===== config.mk =====
export PLATFORM = sky130hd
export DESIGN_NAME = mmio_uart_tx_flat
export DESIGN_NICKNAME = d
export VERILOG_FILES = /design/src/rtl/mmio_uart_tx_if.sv /design/src/rtl/mmio_uart_tx.sv /design/src/flat_wrapper.sv
export SDC_FILE = /design/constraint.sdc
export NUM_CORES = 1
export LEC_CHECK = 0
export ABC_AREA = 1
export BUFFER_PORTS_ARGS = -buffer_cell sky130_fd_sc_hd__clkbuf_2
export CAP_MARGIN = 20
export CELL_PAD_IN_SITES_DETAIL_PLACEMENT = 1
export CELL_PAD_IN_SITES_GLOBAL_PLACEMENT = 2
export CORE_UTILIZATION = 35
export CTS_BUF_LIST = sky130_fd_sc_hd__clkbuf_4
export DETAILED_ROUTE_END_ITERATION = 10
export PLACE_DENSITY_LB_ADDON = 0.12
export REMOVE_ABC_BUFFERS = 1
export SYNTH_ARGS = -nofsm -noshare
export SYNTH_HDL_FRONTEND = slang
export SYNTH_SLANG_ARGS = --single-unit

===== constraint.sdc =====
create_clock -name clk -period 4 [get_ports clk]
set_input_delay 0.8 -clock clk [delete_from_list [all_inputs] [get_ports clk]]
set_output_delay 0.8 -clock clk [all_outputs]
set_load 0.1 [all_outputs]

===== src/rtl/mmio_uart_tx_if.sv =====
// Data-bus port shared with data RAM: store strobe, byte address, write/read data and select.
// The processor side is the master; the UART register window is the slave.
interface mmio_uart_tx_if;
    logic        we;
    logic [31:0] addr;
    logic [31:0] wdata;
    logic [31:0] rdata;
    logic        sel;

    modport master (output we, addr, wdata, input rdata, sel);
    modport slave  (input we, addr, wdata, output rdata, sel);
endinterface


===== src/rtl/mmio_uart_tx.sv =====
// Memory-mapped 8N1 UART transmitter: 16-byte register window, TX FIFO, programmable baud divisor.
// Reads are combinational and never change state.
module mmio_uart_tx #(
    parameter logic [31:0] BASE_ADDR   = 32'hFFFF_0000,
    parameter int unsigned FIFO_DEPTH  = 8,
    parameter logic [15:0] DEFAULT_DIV = 16'd16
) (
    input  logic            clk,
    input  logic            reset,
    mmio_uart_tx_if.slave   bus,
    output logic            tx
);
    localparam int unsigned PW = $clog2(FIFO_DEPTH);
    localparam int unsigned CW = PW + 1;

    typedef enum logic [1:0] {IDLE, START, DATA, STOP} state_t;

    state_t        state;
    logic [7:0]    mem [FIFO_DEPTH];
    logic [PW-1:0] rd_ptr, wr_ptr;
    logic [CW-1:0] count;
    logic          overflow;
    logic [15:0]   bauddiv;
    logic [15:0]   div_q;
    logic [15:0]   baud_cnt;
    logic [2:0]    bit_cnt;
    logic [7:0]    shift;

    logic          hit, full, empty, busy, baud_end;
    logic          push_req, do_push, pop;
    logic [1:0]    idx;
    logic          unused;

    assign hit      = (bus.addr[31:4] == BASE_ADDR[31:4]);
    assign idx      = bus.addr[3:2];
    assign full     = (count == CW'(FIFO_DEPTH));
    assign empty    = (count == '0);
    assign busy     = (state != IDLE);
    assign baud_end = (baud_cnt == div_q - 16'd1);
    assign push_req = bus.we && hit && (idx == 2'd0);
    assign do_push  = push_req && !full;
    // Pops happen only when the FSM loads a new frame: from IDLE, or at the very end of STOP.
    assign pop      = !empty && ((state == IDLE) || ((state == STOP) && baud_end));
    assign unused   = ^{bus.addr[1:0], bus.wdata[31:16]};

    assign bus.sel = hit;

    always_comb begin
        bus.rdata = '0;
        if (hit) begin
            case (idx)
                2'd1:    bus.rdata = {28'b0, overflow, busy, empty, full};
                2'd2:    bus.rdata = {16'b0, bauddiv};
                2'd3:    bus.rdata = 32'(count);
                default: bus.rdata = '0;
            endcase
        end
    end

    always_ff @(posedge clk) begin
        if (do_push && !reset)
            mem[wr_ptr] <= bus.wdata[7:0];
    end

    always_ff @(posedge clk) begin
        if (reset) begin
            rd_ptr   <= '0;
            wr_ptr   <= '0;
            count    <= '0;
            overflow <= 1'b0;
            bauddiv  <= DEFAULT_DIV;
        end else begin
            if (do_push)
                wr_ptr <= wr_ptr + 1'b1;
            if (pop)
                rd_ptr <= rd_ptr + 1'b1;
            case ({do_push, pop})
                2'b10:   count <= count + 1'b1;
                2'b01:   count <= count - 1'b1;
                default: count <= count;
            endcase
            if (push_req && full)
                overflow <= 1'b1;
            else if (bus.we && hit && (idx == 2'd1) && bus.wdata[3])
                overflow <= 1'b0;
            if (bus.we && hit && (idx == 2'd2))
                bauddiv <= bus.wdata[15:0];
        end
    end

    always_ff @(posedge clk) begin
        if (reset) begin
            state    <= IDLE;
            tx       <= 1'b1;
            shift    <= '0;
            div_q    <= 16'd1;
            baud_cnt <= '0;
            bit_cnt  <= '0;
        end else begin
            case (state)
                IDLE, STOP: begin
                    if (state == IDLE || baud_end) begin
                        if (pop) begin
                            shift    <= mem[rd_ptr];
                            div_q    <= (bauddiv == '0) ? 16'd1 : bauddiv;
                            baud_cnt <= '0;
                            bit_cnt  <= '0;
                            state    <= START;
                            tx       <= 1'b0;
                        end else begin
                            state <= IDLE;
                            tx    <= 1'b1;
                        end
                    end else begin
                        baud_cnt <= baud_cnt + 16'd1;
                    end
                end
                START: begin
                    if (baud_end) begin
                        baud_cnt <= '0;
                        state    <= DATA;
                        tx       <= shift[0];
                    end else begin
                        baud_cnt <= baud_cnt + 16'd1;
                    end
                end
                DATA: begin
                    if (baud_end) begin
                        baud_cnt <= '0;
                        if (bit_cnt == 3'd7) begin
                            state <= STOP;
                            tx    <= 1'b1;
                        end else begin
                            shift   <= shift >> 1;
                            tx      <= shift[1];
                            bit_cnt <= bit_cnt + 3'd1;
                        end
                    end else begin
                        baud_cnt <= baud_cnt + 16'd1;
                    end
                end
                default: begin
                    state <= IDLE;
                    tx    <= 1'b1;
                end
            endcase
        end
    end
endmodule


===== src/flat_wrapper.sv =====
// flat-port wrapper written by rule: the top's interface ports become plain ports
module mmio_uart_tx_flat 
#(
    parameter logic [31:0] BASE_ADDR   = 32'hFFFF_0000,
    parameter int unsigned FIFO_DEPTH  = 8,
    parameter logic [15:0] DEFAULT_DIV = 16'd16
)
  (clk, reset, tx, bus_we, bus_addr, bus_wdata, bus_rdata, bus_sel);
  mmio_uart_tx_if bus_i ();
  input  logic clk;
  input  logic reset;
  output logic tx;
  input wire logic [$bits(bus_i.we)-1:0] bus_we;
  input wire logic [$bits(bus_i.addr)-1:0] bus_addr;
  input wire logic [$bits(bus_i.wdata)-1:0] bus_wdata;
  output wire logic [$bits(bus_i.rdata)-1:0] bus_rdata;
  output wire logic [$bits(bus_i.sel)-1:0] bus_sel;
  assign bus_i.we = bus_we;
  assign bus_i.addr = bus_addr;
  assign bus_i.wdata = bus_wdata;
  assign bus_rdata = bus_i.rdata;
  assign bus_sel = bus_i.sel;
  mmio_uart_tx #(.BASE_ADDR(BASE_ADDR), .FIFO_DEPTH(FIFO_DEPTH), .DEFAULT_DIV(DEFAULT_DIV)) u_core (.clk(clk), .reset(reset), .bus(bus_i), .tx(tx));
endmodule

==> reports/qor.csv <==
metric,value,unit
fp.dieW,146,um
max-cap-violations,0,
hold_violations,0,
syn_inst,920,
dp_hpwl,15.0,mm
p_per_area,687,nW/um2
ys.flop_type,dfxtp_1,
netlist_top_cells_area,"edfxtp_1 (26%), dfxtp_1 (21%), nand2_1 (8.2%)",
dr.pass1.iters,4,
ctsHtreeMaxLevel,4,
cp.depth,7,
grt_usage,0.202,
arrival,2.58,ns
fin_util,0.399,
cp_max_fo,12,
grt_pass1_wl,33.7,mm
critical_path_class,in -> out,
std_cell_rows,52,
drive_above_1_share,0.134,
antenna_found_initial,1,
grt_start_max_net_pins,43,
initial_utilization,0.358,
final_common_cell,nand2_1,
yosysWarnings,0,
fin_hold_ws,0.478,ns
status,completed,
die_height,146,um
cts_buffer_depth,2,
slowest_delay,0.51,ns
cp_cell_sequence,clkbuf_2 -> nand4_1 -> or3_1 -> nor2_1 -> inv_1 -> nor3_1 -> clkbuf_2,
synth-seq-cells,140,
coreArea,20300,um2
comb_power_share,0.492,
async_flop_share,0,
overflow,0,
numCtsBuffers,17,
worst_slack,0.622,ns
drt_iter0_drc,244,
via_per_inst,4.97,
die_area,21400,um2
finalClockSkew,0.0315,ns
ios,101,
wl_per_cell,16.2,um
p_sw_frac,0.484,
relSlewSlack,0.354,
clkSlewWorstSetupHoldPaths,0.14,ns
worst_path_most_repeated_cell,clkbuf_2,
p_clk_frac,0.174,
routabilityCongestion,0.765,
grt_pass1_vias,6522,
dp_slack,0.583,ns
layout_common_cells,"nand2_1 (158), nor2_1 (136), o21ai_0 (93)",
worst_slew_pin_slew,0.968,ns
finalCritPeriodShare,0.845,
ir_drop,0.244,mV
finalMaxSlewViolations,0,
r2r_cells,23,
synth_seq_area_share,0.473,
cts.sinks,140,
hold_buffers,0,
port_buffers,66,
synth_enable_flop_cells,64,
drc,0,
power_switching,2.70,mW
syn_area,7270,um2
met3_usage,0.0347,
setup_viol,0,
met1_usage,0.267,
cts_resized,0,
cts_tree,done,
ys_types,41,
rsz0062_at_grt,no,
period_needed,3.38,ns
fmax,296,MHz
syn2layout_area_growth,11.5,%
p_leak,3.35,nW
synth_top_area_frac,0.264,
clk_latency,0.56,ns
detail-route-antenna-nets,0,
finalNetCount,1064,
synth.largest_area_cell,edfxtp_1,
crit_family,simple AND/OR/NAND/NOR gates,
drt_wl_total,20.5,mm
required,3.20,ns
cts_setup_buffers,0,
busiest_layer,met2,
use_met2,0.343,
vias,6300,
syn_area_per_cell,7.91,um2
endpoint_kind,primary output,
clockRootBuffer,clkbuf_4,
intPower,2.87,mW
hold_class,reg -> reg,
p_seq_frac,0.334,
cp_num_buf_inv,3,
start_kind,input pin,
holdPathStages,2,
critical_path.slowest_cell,clkbuf_2,
per-layer routing:
metal	up-vias	routed length (um)
li1	3208	-
met1	2977	10100
met2	100	9650
met3	15	546
met4	0	194
met5	-	0
worst min-delay path: cells and delay by family, from the launching register on:
kind             cells  cell delay (ns)
flip-flops           1             0.34
AND/OR/NAND/NOR      1             0.06
AO/OA/AOI/OAI        1             0.05
final cells by class:
type	count	area (um2)
fill	2533	12200
timing repair buffer	79	428
sequential	140	3440
antenna	1	2.50
multi-input combinational	656	3260
tap	270	338
inverter	89	334
clock buffer	17	128
clock inverter	15	171
state kept, by name, indices dropped and copies added (netlist names), named ones only:
name / count
u_core.tx: 1
u_core.overflow: 1
u_core.bit_cnt: 3
u_core.div_q: 16
u_core.count: 4
u_core.state: 2
u_core.shift: 8
u_core.wr_ptr: 3
u_core.bauddiv: 16
u_core.rd_ptr: 3
u_core.mem: 64
u_core.baud_cnt: 16
cell usage after synthesis, types with 4 or more instances:
cell type and count:
nor4_1 5, or2_2 5, clkbuf_1 22, ha_1 14
nor2_1 136, buf_6 4, inv_1 88, nor3_1 15
nor2_2 6, nand3_1 55, buf_2 6, nand2_1 158
o22ai_1 15, a21oi_1 54, dfxtp_1 76, xnor2_1 5
a211oi_1 16, buf_4 17, edfxtp_1 64, xor2_1 8
nand4_1 22, nand3b_1 7, o21ai_0 93
power groups by stage:
stage / Sequential, mW / Clock (mW) / Combinational [mW]
floorplan: 1.89 / 0 / 1.99
global route: 1.89 / 1.05 / 3.17
detailed placement: 1.90 / 0 / 2.77
global placement: 1.90 / 0 / 2.73
finish: 1.86 / 0.970 / 2.74
CTS: 1.87 / 1.01 / 2.78
final timing paths:
kind	from	end	slack, ns
max	bus_addr[30]	bus_rdata[7]	0.62
max reg2reg	u_core.div_q[0]	u_core.count[2]	0.62
min	u_core.bauddiv[10]	u_core.div_q[10]	0.48
min reg2reg	u_core.bauddiv[10]	u_core.div_q[10]	0.48
kinds of logic after synthesis:
| family | synth area share |
|---|---|
| and+or+nand+nor | 0.257 |
| DFF | 0.473 |
| adders and majority gates | 0.0241 |
| buffers and inverters | 0.0858 |
| other | 0.000516 |
| xor gates and xnor gates | 0.0157 |
| AOI/OAI and AO/OA | 0.144 |
stage by stage:
step	TNS (ns)	power (mW)	cells	instance area (um2)
floorplan	-36.30	3.88	885	7040
global placement	0	4.63	1234	7810
detailed placement	0	4.67	1234	7810
CTS	0	5.66	1266	8110
global route	0	6.12	1267	8110
finish	0	5.57	1267	8110
Note: power is estimated with default switching activity, not from simulation.
